`config.mk`:
```
export PLATFORM = sky130hd
export DESIGN_NAME = rtc_regfile_sequencer
export DESIGN_NICKNAME = d
export VERILOG_FILES = /design/src/rtl/rtc_pkg.sv /design/src/rtl/rtc_field_incr.sv /design/src/rtl/rtc_regfile_sequencer.sv
export SDC_FILE = /design/constraint.sdc
export NUM_CORES = 1
export LEC_CHECK = 0
export CAP_MARGIN = 20
export CORE_MARGIN = 2
export CORE_UTILIZATION = 50
export CTS_CLUSTER_SIZE = 10
export DETAILED_ROUTE_END_ITERATION = 10
export PLACE_DENSITY = 0.86
export SYNTH_ARGS = -nofsm -noshare
export SYNTH_HDL_FRONTEND = slang
export SYNTH_SLANG_ARGS = --single-unit
```
`constraint.sdc`:
```
create_clock -name clk -period 5.2 [get_ports clk]
set_input_delay 1.04 -clock clk [delete_from_list [all_inputs] [get_ports clk]]
set_output_delay 1.04 -clock clk [all_outputs]
set_load 0.02 [all_outputs]
```
`src/rtl/rtc_pkg.sv`:
```
// Shared types and constants for the RTC register-file sequencer.
// Build option: define RTC_BCD_EN for packed-BCD time fields; binary otherwise.
package rtc_pkg;

    // FSM encoding (plain constants so older tools and netlists stay readable)
    typedef logic [2:0] state_t;
    localparam state_t ST_IDLE       = 3'd0;
    localparam state_t ST_HOST_RD    = 3'd1;
    localparam state_t ST_HOST_RWAIT = 3'd2;
    localparam state_t ST_HOST_WR    = 3'd3;
    localparam state_t ST_UPD_RD     = 3'd4;
    localparam state_t ST_UPD_RWAIT  = 3'd5;
    localparam state_t ST_UPD_WR     = 3'd6;

    // Time fields in carry order: sec -> min -> hour -> day
    typedef logic [1:0] field_idx_t;
    localparam field_idx_t FIELD_SEC  = 2'd0;
    localparam field_idx_t FIELD_MIN  = 2'd1;
    localparam field_idx_t FIELD_HOUR = 2'd2;
    localparam field_idx_t FIELD_DAY  = 2'd3;
    localparam int         NUM_FIELDS = 4;

    // Binary limits: a field wraps when value+1 reaches the limit
    localparam logic [15:0] BIN_LIMIT_SEC  = 16'd60;
    localparam logic [15:0] BIN_LIMIT_MIN  = 16'd60;
    localparam logic [15:0] BIN_LIMIT_HOUR = 16'd24;
    localparam logic [15:0] BIN_LIMIT_DAY  = 16'd256;

    // BCD limits are the largest legal value: a field wraps once it is at or above it
    localparam logic [15:0] BCD_LIMIT_SEC  = 16'h0059;
    localparam logic [15:0] BCD_LIMIT_MIN  = 16'h0059;
    localparam logic [15:0] BCD_LIMIT_HOUR = 16'h0023;
    localparam logic [15:0] BCD_LIMIT_DAY  = 16'h0099;

    // Limit of a given field for the selected number format
    function automatic logic [15:0] field_limit(input field_idx_t f);
        logic [15:0] lim;
`ifdef RTC_BCD_EN
        case (f)
            FIELD_SEC:  lim = BCD_LIMIT_SEC;
            FIELD_MIN:  lim = BCD_LIMIT_MIN;
            FIELD_HOUR: lim = BCD_LIMIT_HOUR;
            default:    lim = BCD_LIMIT_DAY;
        endcase
`else
        case (f)
            FIELD_SEC:  lim = BIN_LIMIT_SEC;
            FIELD_MIN:  lim = BIN_LIMIT_MIN;
            FIELD_HOUR: lim = BIN_LIMIT_HOUR;
            default:    lim = BIN_LIMIT_DAY;
        endcase
`endif
        return lim;
    endfunction

endpackage

```
`src/rtl/rtc_field_incr.sv`:
```
// Combinational increment of one time field with wrap and carry-out.
// Build option: RTC_BCD_EN selects packed-BCD arithmetic; binary otherwise.
// Out-of-range inputs (e.g. a host-written 75 seconds) wrap to 0 with carry.
module rtc_field_incr
    import rtc_pkg::*;
#(
    parameter int DATA_W = 8
) (
    input  logic [DATA_W-1:0] v,
    input  logic [DATA_W:0]   limit,
    output logic [DATA_W-1:0] next_v,
    output logic              carry
);

`ifdef RTC_BCD_EN
    // BCD: wrap at/above the maximum, otherwise decimal-adjust the low nibble
    always_comb begin
        next_v = v;
        carry  = 1'b0;
        if ({1'b0, v} >= limit) begin
            next_v = '0;
            carry  = 1'b1;
        end else if (v[3:0] >= 4'd9) begin
            next_v[3:0]        = 4'd0;
            next_v[DATA_W-1:4] = v[DATA_W-1:4] + (DATA_W-4)'(1);
        end else begin
            next_v[3:0] = v[3:0] + 4'd1;
        end
    end
`else
    logic [DATA_W:0] v_inc;

    // Binary: widened add so the 2^DATA_W day limit is representable
    always_comb begin
        v_inc  = {1'b0, v} + (DATA_W+1)'(1);
        next_v = v_inc[DATA_W-1:0];
        carry  = 1'b0;
        if (v_inc >= limit) begin
            next_v = '0;
            carry  = 1'b1;
        end
    end
`endif

endmodule

```
`src/rtl/rtc_regfile_sequencer.sv`:
```
// Sole master of the RTC register file: runs the once-per-second
// read-modify-write carry chain over sec/min/hour/day and serialises host
// reads/writes into the same file, one operation in flight at a time.
// Build option: RTC_BCD_EN switches the time fields to packed BCD.
module rtc_regfile_sequencer
    import rtc_pkg::*;
#(
    parameter int ADDR_W    = 4,
    parameter int DATA_W    = 8,
    parameter int SEC_ADDR  = 0,
    parameter int MIN_ADDR  = 1,
    parameter int HOUR_ADDR = 2,
    parameter int DAY_ADDR  = 3
) (
    input  logic              clk,
    input  logic              rst,
    input  logic              tick_1hz,
    input  logic              host_req,
    input  logic              host_we,
    input  logic [ADDR_W-1:0] host_addr,
    input  logic [DATA_W-1:0] host_wdata,
    output logic              host_ack,
    output logic [DATA_W-1:0] host_rdata,
    output logic [ADDR_W-1:0] rf_addr,
    output logic [DATA_W-1:0] rf_data_in,
    output logic              rf_write_en,
    output logic              rf_read_en,
    input  logic [DATA_W-1:0] rf_data_out,
    output logic              busy,
    output logic              tick_overrun,
    input  logic              ovr_clr
);

    localparam int FIELD_ADDRS [NUM_FIELDS] = '{SEC_ADDR, MIN_ADDR, HOUR_ADDR, DAY_ADDR};

    // Per-field address and limit lookup tables
    logic [ADDR_W-1:0] field_addr_tbl  [NUM_FIELDS];
    logic [DATA_W:0]   field_limit_tbl [NUM_FIELDS];

    for (genvar gi = 0; gi < NUM_FIELDS; gi++) begin : g_field_tbl
        assign field_addr_tbl[gi]  = ADDR_W'(FIELD_ADDRS[gi]);
        assign field_limit_tbl[gi] = (DATA_W+1)'(field_limit(field_idx_t'(gi)));
    end

    state_t            state_q,        state_d;
    field_idx_t        field_q,        field_d;
    logic              carry_q,        carry_d;
    logic              tick_pend_q,    tick_pend_d;
    logic              overrun_q,      overrun_d;
    logic              host_ack_q,     host_ack_d;
    logic [DATA_W-1:0] host_rdata_q,   host_rdata_d;
    logic [ADDR_W-1:0] rf_addr_q,      rf_addr_d;
    logic [DATA_W-1:0] rf_data_in_q,   rf_data_in_d;
    logic              rf_write_en_q,  rf_write_en_d;
    logic              rf_read_en_q,   rf_read_en_d;
    logic              busy_q,         busy_d;

    logic [DATA_W-1:0] incr_val;
    logic              incr_carry;
    field_idx_t        field_nxt;

    assign field_nxt = field_q + 2'd1;

    rtc_field_incr #(
        .DATA_W (DATA_W)
    ) u_incr (
        .v      (rf_data_out),
        .limit  (field_limit_tbl[field_q]),
        .next_v (incr_val),
        .carry  (incr_carry)
    );

    // Next-state logic: FSM, tick bookkeeping and registered strobes
    always_comb begin
        state_d       = state_q;
        field_d       = field_q;
        carry_d       = carry_q;
        tick_pend_d   = tick_pend_q;
        host_ack_d    = 1'b0;
        host_rdata_d  = host_rdata_q;
        rf_addr_d     = rf_addr_q;
        rf_data_in_d  = rf_data_in_q;
        rf_write_en_d = 1'b0;
        rf_read_en_d  = 1'b0;

        // A tick while one is already waiting is dropped and flagged;
        // the clear request always beats a same-cycle overrun.
        if (tick_1hz && !tick_pend_q) begin
            tick_pend_d = 1'b1;
        end
        if (ovr_clr) begin
            overrun_d = 1'b0;
        end else begin
            overrun_d = overrun_q | (tick_1hz & tick_pend_q);
        end

        case (state_q)
            ST_IDLE: begin
                if (tick_pend_q || tick_1hz) begin
                    state_d      = ST_UPD_RD;
                    field_d      = FIELD_SEC;
                    rf_addr_d    = field_addr_tbl[FIELD_SEC];
                    rf_read_en_d = 1'b1;
                    tick_pend_d  = 1'b0;
                end else if (host_req && !host_ack_q) begin
                    // host_req is still high in the cycle our ack is visible,
                    // so that cycle must not be taken as a fresh request
                    rf_addr_d = host_addr;
                    if (host_we) begin
                        state_d       = ST_HOST_WR;
                        rf_data_in_d  = host_wdata;
                        rf_write_en_d = 1'b1;
                        host_ack_d    = 1'b1;
                    end else begin
                        state_d      = ST_HOST_RD;
                        rf_read_en_d = 1'b1;
                    end
                end
            end
            ST_HOST_RD: begin
                state_d = ST_HOST_RWAIT;
            end
            ST_HOST_RWAIT: begin
                host_rdata_d = rf_data_out;
                host_ack_d   = 1'b1;
                state_d      = ST_IDLE;
            end
            ST_HOST_WR: begin
                state_d = ST_IDLE;
            end
            ST_UPD_RD: begin
                state_d = ST_UPD_RWAIT;
            end
            ST_UPD_RWAIT: begin
                rf_data_in_d  = incr_val;
                rf_write_en_d = 1'b1;
                carry_d       = incr_carry;
                state_d       = ST_UPD_WR;
            end
            ST_UPD_WR: begin
                // The day counter wraps silently; nothing sits above it
                if (carry_q && field_q != FIELD_DAY) begin
                    field_d      = field_nxt;
                    rf_addr_d    = field_addr_tbl[field_nxt];
                    rf_read_en_d = 1'b1;
                    state_d      = ST_UPD_RD;
                end else begin
                    state_d = ST_IDLE;
                end
            end
            default: begin
                state_d = ST_IDLE;
            end
        endcase

        busy_d = (state_d != ST_IDLE);
    end

    // State and output registers; reset aborts any operation in flight
    always_ff @(posedge clk or posedge rst) begin
        if (rst) begin
            state_q       <= ST_IDLE;
            field_q       <= FIELD_SEC;
            carry_q       <= 1'b0;
            tick_pend_q   <= 1'b0;
            overrun_q     <= 1'b0;
            host_ack_q    <= 1'b0;
            host_rdata_q  <= '0;
            rf_addr_q     <= '0;
            rf_data_in_q  <= '0;
            rf_write_en_q <= 1'b0;
            rf_read_en_q  <= 1'b0;
            busy_q        <= 1'b0;
        end else begin
            state_q       <= state_d;
            field_q       <= field_d;
            carry_q       <= carry_d;
            tick_pend_q   <= tick_pend_d;
            overrun_q     <= overrun_d;
            host_ack_q    <= host_ack_d;
            host_rdata_q  <= host_rdata_d;
            rf_addr_q     <= rf_addr_d;
            rf_data_in_q  <= rf_data_in_d;
            rf_write_en_q <= rf_write_en_d;
            rf_read_en_q  <= rf_read_en_d;
            busy_q        <= busy_d;
        end
    end

    assign host_ack     = host_ack_q;
    assign host_rdata   = host_rdata_q;
    assign rf_addr      = rf_addr_q;
    assign rf_data_in   = rf_data_in_q;
    assign rf_write_en  = rf_write_en_q;
    assign rf_read_en   = rf_read_en_q;
    assign busy         = busy_q;
    assign tick_overrun = overrun_q;

endmodule

```
* Yosys cells after proc, flatten, opt, wreduce, memory -nomap -nowiden
Cells that the tools add are included.
Word-level totals: flip-flop bits (word level) 32, bits of input ports 26, word-level logic and storage cells 84
Cells by class: add/sub/neg operators 2, order comparisons 3, equal/unequal tests 12, multiplexer cells 38, bitwise gates (word level) 4, reductions and logical operators 13
Operators with widths (number):
- $mux 8 | 4
- $mux 4 | 5
- $bmux 9 s2 | 1
- $mux 9 | 2
- $pmux 8 s2 | 1
- $pmux 3 s5 | 1
- $mux 1 | 12
- $ne 2x2->1 const B | 6
- $add 8x1->9 const B | 1
- $eq 3x3->1 const B | 3
- $ge 9x9->1 | 1
- $mux 3 | 3
- $bmux 4 s2 | 1
- $pmux 4 s2 | 1
- $ge 3x3->1 const B | 2
- $mux 2 | 3
- $not 2->3 | 2
- $pmux 1 s2 | 3
- $reduce_and 3->1 | 2
- $pmux 2 s2 | 1
- $reduce_and 4->1 | 1
- $reduce_bool 2->1 | 2
- $eq 3x1->1 const B | 1
- $eq 3x2->1 const B | 1
- other kinds (9) | 12

* Logic depth before layout (Yosys ltp)
Gate-level depths: netlist of run 1.
word-level depth 7, mapped depth 9, mapped depth without buffers 9

* Modules after synthesis
A second synthesis of run 1 with hierarchy kept.
Unflattened totals: cells, all modules 175, area, all modules 1891.8 µm²
Modules (own cells, without submodules):
- rtc_regfile_sequencer | instances 1, cells each 120, area an instance 1436.4 µm², seq. area each 800.8 µm²
- rtc_field_incr | instances 1, cells each 55, area an instance 455.4 µm², seq. area each 0.0 µm²

* Least setup slack after synthesis of run 1
Ideal clock, no wire load.
path type input to register, start input rf_data_out[2], end register rf_data_in_q[5], in the netlist rf_data_in[5], data arrival time 2.784 ns, required time 5.133 ns, path slack 2.349 ns, stages on the path 8, buffers on the path 0, path through and4_1 > and2_1 > and3_1 > ha_1 > or3_4 > a2111oi_4 > a21o_2 > a221o_1
On the way: cells in the longest elaborated chain, start to end 4
RTL lines:
- from (decl) | RTL line rtc_regfile_sequencer.sv:28 | input logic [DATA_W-1:0] rf_data_out,
- $add 8x1->9 (*) | RTL line rtc_field_incr.sv:35 | v_inc = {1'b0, v} + (DATA_W+1)'(1);
- $ge 9x9->1 | RTL line rtc_field_incr.sv:38 | if (v_inc >= limit) begin
- $mux 8 (*) | RTL line rtc_field_incr.sv:38
- $pmux 8 s2 (*) | RTL line rtc_regfile_sequencer.sv:97 | case (state_q)
- to (signal assigned) | RTL line rtc_regfile_sequencer.sv:183 | rf_data_in_q <= rf_data_in_d;
- to (decl) | RTL line rtc_regfile_sequencer.sv:53 | logic [DATA_W-1:0] rf_data_in_q, rf_data_in_d;
Mark *: on every way between the ends. The rest lies on a longest branch, timed or not. A chain may end at the register's enable or synchronous reset.

* Worst setup path after layout of run 1
Ends and elaborated chain as after synthesis.

==> results of run 1 <==
Yosys cell counts (4+ instances only):
master,instances,area (µm²)
a21oi_1,7,35.0
nand2_1,10,37.5
nand3_1,10,50.1
dfrtp_1,32,801
a21o_2,5,43.8
o21ai_0,5,25.0
xnor2_1,6,52.6
nand4_1,4,25.0
inv_1,10,37.5
mux2_2,8,90.1
ha_1,11,138
nor2_1,13,48.8
power groups by stage:
| stage | clock, µW | combinational (µW) | sequential [µW] |
|---|---|---|---|
| CTS | 136 | 631 | 447 |
| global route | 145 | 686 | 463 |
| global placement | 0 | 611 | 442 |
| floorplan | 0 | 272 | 538 |
| finish | 134 | 629 | 447 |
| detailed placement | 0 | 629 | 451 |
how the worst min path moves through the flow:
stage                 start            to  slack [ns]  depth (start not counted)
2_1_floorplan       carry_q       carry_q        0.50                          2
4_1_cts          rf_addr[3]    rf_addr[3]        0.51                          2
3_3_place_gp     rf_addr[2]    rf_addr[2]        0.47                          2
3_5_place_dp     rf_addr[3]    rf_addr[3]        0.49                          2
6_report         rf_addr[3]    rf_addr[3]        0.50                          2
5_1_grt        tick_overrun  tick_overrun        0.54                          2
critical path, cell delays in order:
cell and delay, ns:
clkdlybuf4s50_1 0.51, and4_1 0.28, and2_1 0.17, and3_1 0.18
ha_1 0.20, or3_4 0.41, a2111oi_4 0.33, a21o_2 0.22
a221o_1 0.15
kinds of logic after synthesis:
group                    share of synthesized area
XOR/XNOR                                    0.0371
flip-flops                                   0.484
buffers and inverters                       0.0280
AO/OA/AOI/OAI                                0.148
AND/OR/NAND/NOR                              0.165
adder cells (fa/ha/maj)                     0.0832
multiplexers                                0.0545
layout by cell type (no fill, tap or decap), types with 6 or more instances in the layout:
master | netlist | final
clkdlybuf4s50_1 | 0 | 50
dfrtp_1 | 32 | 32
nor2_1 | 13 | 13
ha_1 | 11 | 11
inv_1 | 10 | 10
nand3_1 | 10 | 10
nand2_1 | 10 | 10
mux2_2 | 8 | 8
a21oi_1 | 7 | 7
xnor2_1 | 6 | 6
cell type report:
class	instances	share of cell area
inverter	10	0.0166
clock buffer	6	0.0183
timing repair buffer	51	0.225
tap	44	0.0244
sequential	32	0.355
multi-input combinational	112	0.358
clock inverter	1	0.00222
registers in the layout, summed over array words and instances, names as in the netlist, 2 cells and up:
| name | cells |
|---|---|
| state_q | 3 |
| host_rdata | 8 |
| field_q | 2 |
| rf_data_in | 8 |
| rf_addr | 4 |
stage by stage:
step	power (µW)	instances	utilization	instance area, µm²
floorplan	810	156	-	1650
global placement	1050	249	0.712	2210
detailed placement	1080	249	0.712	2210
CTS	1220	256	0.727	2250
global route	1290	256	0.727	2250
finish	1210	256	0.727	2250
layer usage:
layer,wire length (µm),part of all wire,track usage
met1,1660,0.42,0.267
met2,2000,0.50,0.395
met3,218,0.055,0.0609
met4,95,0.024,0.119
met5,0,0,0
==> flow_summary.json, run 1 <==
{
  "fmaxAchievable_mhz": 310,
  "clockBufferDepth": 2,
  "grt_pass1_wl_mm": 6.32,
  "path_clk_slew_ns": 0.09,
  "num_vias": 1415,
  "post_cts_buffers": 0,
  "hold_class": "reg -> reg",
  "ir_drop_v": 0.000325,
  "intPower_uw": 716,
  "crit_required_ns": 5.48,
  "syn2layout_area_growth_pct": 36.3,
  "finalCritPeriodShare": 0.621,
  "cp_max_fo": 6,
  "skew_ns": 0.00729,
  "async_reset_ff_frac": 1.00,
  "synth.avg_cell_area_um2": 10.6,
  "drt_first_pass_iters": 4,
  "ff2ff_path_depth": 7,
  "wl_per_cell_um": 15.5,
  "dp_hpwl_mm": 3.05,
  "pwr-share-seq": 0.370,
  "r2r_end": "rf_data_in[5]",
  "wirelength_mm": 3.97,
  "end_kind": "flop",
  "core_um2": 3100,
  "reg2reg_from": "field_q[1]",
  "ant_nets": 0,
  "viasPerCell": 5.53,
  "cts.sinks": 32,
  "grt_pass1_vias": 1464,
  "core.rowCount": 20,
  "combPwrFrac": 0.520,
  "grt_usage": 0.232,
  "cts_hold_buf": 0,
  "worstMarginPinSlew_ns": 0.683,
  "yosysSeqAreaShare": 0.484,
  "synthesis.nets": 193,
  "ys_warn_count": 0,
  "synth_enable_flop_cells": 0,
  "finalSetupViolCount": 0,
  "start_kind": "input port",
  "status": "finished clean",
  "fin_ws_ns": 1.97,
  "cts_buffers": 5,
  "ys_ff_latch": 32,
  "cts_tree": "yes",
  "drc": 0,
  "netlist_area_um2": 1650,
  "drive_gt1_frac": 0.132,
  "slew_violations": 0,
  "post-route-min-period_ns": 3.23,
  "drv_cap": 0,
  "synth_cell_type_count": 35,
  "chipWidth_um": 61.5,
  "crit_path_start": "rf_data_out[2]",
  "p_sw_uw": 494,
  "crit_type": "in -> reg",
  "hold_viol": 0,
  "grt_overflow_total": 0,
  "rsz0062_at_grt": "no",
  "ff2ff_setup_slack_ns": 3.10,
  "arrival_ns": 3.51,
  "io_pins": 51,
  "synthFlopType": "dfrtp_1",
  "power_per_cell_area_nw_per_um2": 537,
  "clock-root-buffer": "clkbuf_4",
  "slew_headroom": 0.545,
  "die_area_um2": 3780,
  "cp-endpoint": "rf_data_in[5]",
  "clk-insertion-delay-late_ns": 0.34,
  "cts_resized": 0,
  "multi_input_area_um2": 807,
  "start_util": 0.533,
  "die_h_um": 61.5,
  "grt_max_degree": 33,
  "clkPwrFrac": 0.111,
  "antenna_found_initial": 0,
  "sw_frac_of_total": 0.408,
  "gp_congestion": 0.891,
  "portBuffers": 50,
  "whs_ns": 0.503,
  "regArea_um2": 801,
  "num_antenna_cells": 0,
  "drt_iter0_drc": 74,
  "fin_nets": 249,
  "fill_cells": 248,
  "p_leak_uw": 0.00100,
  "pre_cts_ws_ns": 1.65,
  "htreeDepth": 2,
  "fin_tns_setup_ns": 0,
  "synth_cells": 156
}
No activity file was read; power rests on OpenSTA's default activity.
==> run 2: changes to the inputs <==
--- a/config.mk
+++ b/config.mk
@@ -7,10 +7,10 @@
 export LEC_CHECK = 0
 export CAP_MARGIN = 20
 export CORE_MARGIN = 2
-export CORE_UTILIZATION = 50
+export CORE_UTILIZATION = 46
 export CTS_CLUSTER_SIZE = 10
 export DETAILED_ROUTE_END_ITERATION = 10
-export PLACE_DENSITY = 0.86
+export PLACE_DENSITY = 0.8
 export SYNTH_ARGS = -nofsm -noshare
 export SYNTH_HDL_FRONTEND = slang
 export SYNTH_SLANG_ARGS = --single-unit
==> constraint.sdc (replaced) <==
create_clock -name clk -period 3 [get_ports clk]
set_input_delay 0.6 -clock clk [delete_from_list [all_inputs] [get_ports clk]]
set_output_delay 0.6 -clock clk [all_outputs]
set_load 0.02 [all_outputs]
==> flow_summary.json, run 2 (same netlist as run 1, synthesis figures left out) <==
{
  "fin_area_um2": 2360,
  "rsz0062_at_grt": "no",
  "finalSetupViolCount": 0,
  "viasPerCell": 5.22,
  "end_kind": "flop",
  "power_uw": 2220,
  "finish.utilization": 0.696,
  "post_cts_buffers": 0,
  "wl_per_cell_um": 14.6,
  "post-route-min-period_ns": 2.65,
  "p_leak_uw": 0.00106,
  "cts_hold_buf": 0,
  "arrival_ns": 2.94,
  "drt_iter0_drc": 55,
  "drive_gt1_frac": 0.176,
  "slew_headroom": 0.719,
  "grt_usage": 0.207,
  "cts_tree": "yes",
  "ant_nets": 0,
  "start_util": 0.488,
  "place_area_um2": 2280,
  "slew_violations": 0,
  "fin_tns_setup_ns": 0,
  "wirelength_mm": 3.91,
  "fin_nets": 258,
  "status": "finished clean",
  "cts_buffers": 5,
  "grt_overflow_total": 0,
  "clk-insertion-delay-late_ns": 0.35,
  "drv_cap": 0,
  "skew_ns": 0.0128,
  "chipWidth_um": 64.0,
  "num_antenna_cells": 0,
  "portBuffers": 50,
  "clock-root-buffer": "clkbuf_4",
  "drt_first_pass_iters": 4,
  "fmaxAchievable_mhz": 377,
  "clockBufferDepth": 2,
  "path_cells": "clkdlybuf4s50_1 > and4_1 > and2_1 > and3_1 > ha_1 > or3_4 > a2111oi_4 > a21o_2 > a221o_1",
  "cp_slowest_cell": "clkdlybuf4s50_1",
  "slowest_delay_ns": 0.48,
  "die_area_um2": 4090,
  "ir_drop_v": 0.000709,
  "io_pins": 51,
  "num_vias": 1399,
  "start_kind": "input port",
  "core_um2": 3390,
  "drc": 0,
  "core.rowCount": 21,
  "layout_commonest_cell": "clkdlybuf4s50_1",
  "htreeDepth": 2,
  "path_clk_slew_ns": 0.11,
  "die_h_um": 64.0,
  "cp_max_fo": 4,
  "grt_max_degree": 33,
  "whs_ns": 0.502,
  "cts_resized": 0,
  "syn2layout_area_growth_pct": 42.6,
  "gp_congestion": 0.871,
  "crit_type": "in -> reg",
  "hold_class": "reg -> reg",
  "dp_hpwl_mm": 3.06,
  "worstMarginPinSlew_ns": 0.418,
  "finalCritPeriodShare": 0.885,
  "cts.sinks": 32,
  "grt_pass1_wl_mm": 6.47,
  "hold_viol": 0,
  "antenna_found_initial": 0,
  "grt_pass1_vias": 1468,
  "power_per_cell_area_nw_per_um2": 942,
  "mostFrequentLayoutCells": "clkdlybuf4s50_1 (50), dfrtp_1 (32), nor2_1 (13), ha_1 (11)",
  "crit_required_ns": 3.28
}
-- run 2: per-layer routing --
metal / routed length (µm) / share of wire / up-vias / global-route usage
li1: - / - / 687 / -
met1: 1570 / 0.40 / 663 / 0.220
met2: 2070 / 0.53 / 43 / 0.389
met3: 207 / 0.053 / 6 / 0.0475
met4: 60 / 0.015 / 0 / 0.0842
met5: 0 / 0 / - / 0
-- run 2: path summary, 6_finish.rpt --
| kind | cells past startpoint | slack, ns | to | from |
|---|---|---|---|---|
| setup reg to reg | 7 | 0.88 | rf_data_in[5] | field_q[1] |
| min in group asynchronous | 3 | 0.62 | busy | rst |
| hold / removal | 2 | 0.50 | rf_addr[2] | rf_addr[2] |
| hold reg to reg | 2 | 0.50 | rf_addr[2] | rf_addr[2] |
| max in group asynchronous | 3 | 2.08 | rf_data_in[4] | rst |
| setup / recovery | 9 | 0.35 | rf_data_in[5] | rf_data_out[4] |
-- run 2: layout make-up --
cell class / instances / area, µm²
Clock buffer: 5 / 37.5
Clock inverter: 3 / 42.5
Fill cell: 265 / 1030
Inverter: 10 / 37.5
Multi-Input combinational cell: 112 / 807
Sequential cell: 32 / 801
Tap cell: 46 / 57.6
Timing Repair Buffer: 60 / 576
-- run 2: critical path, delay by kind of cell --
family	cells	cell delay, ns
fa+ha+maj	1	0.19
compound gates	3	0.72
simple gates	4	0.94
buf+inv	1	0.48
-- run 2: power by group --
part	leakage (µW)	switching [µW]	internal (µW)
clock network	0.0000412	157	174
logic	0.000620	563	552
registers	0.000397	148	628
total	0.00106	869	1350
-- run 2: through the flow --
stage,setup WS (ns),instances
floorplan,0.589,156
finish,0.346,268
global route,0.237,268
detailed placement,0.000877,260
global placement,0.0715,260
CTS,0.356,268
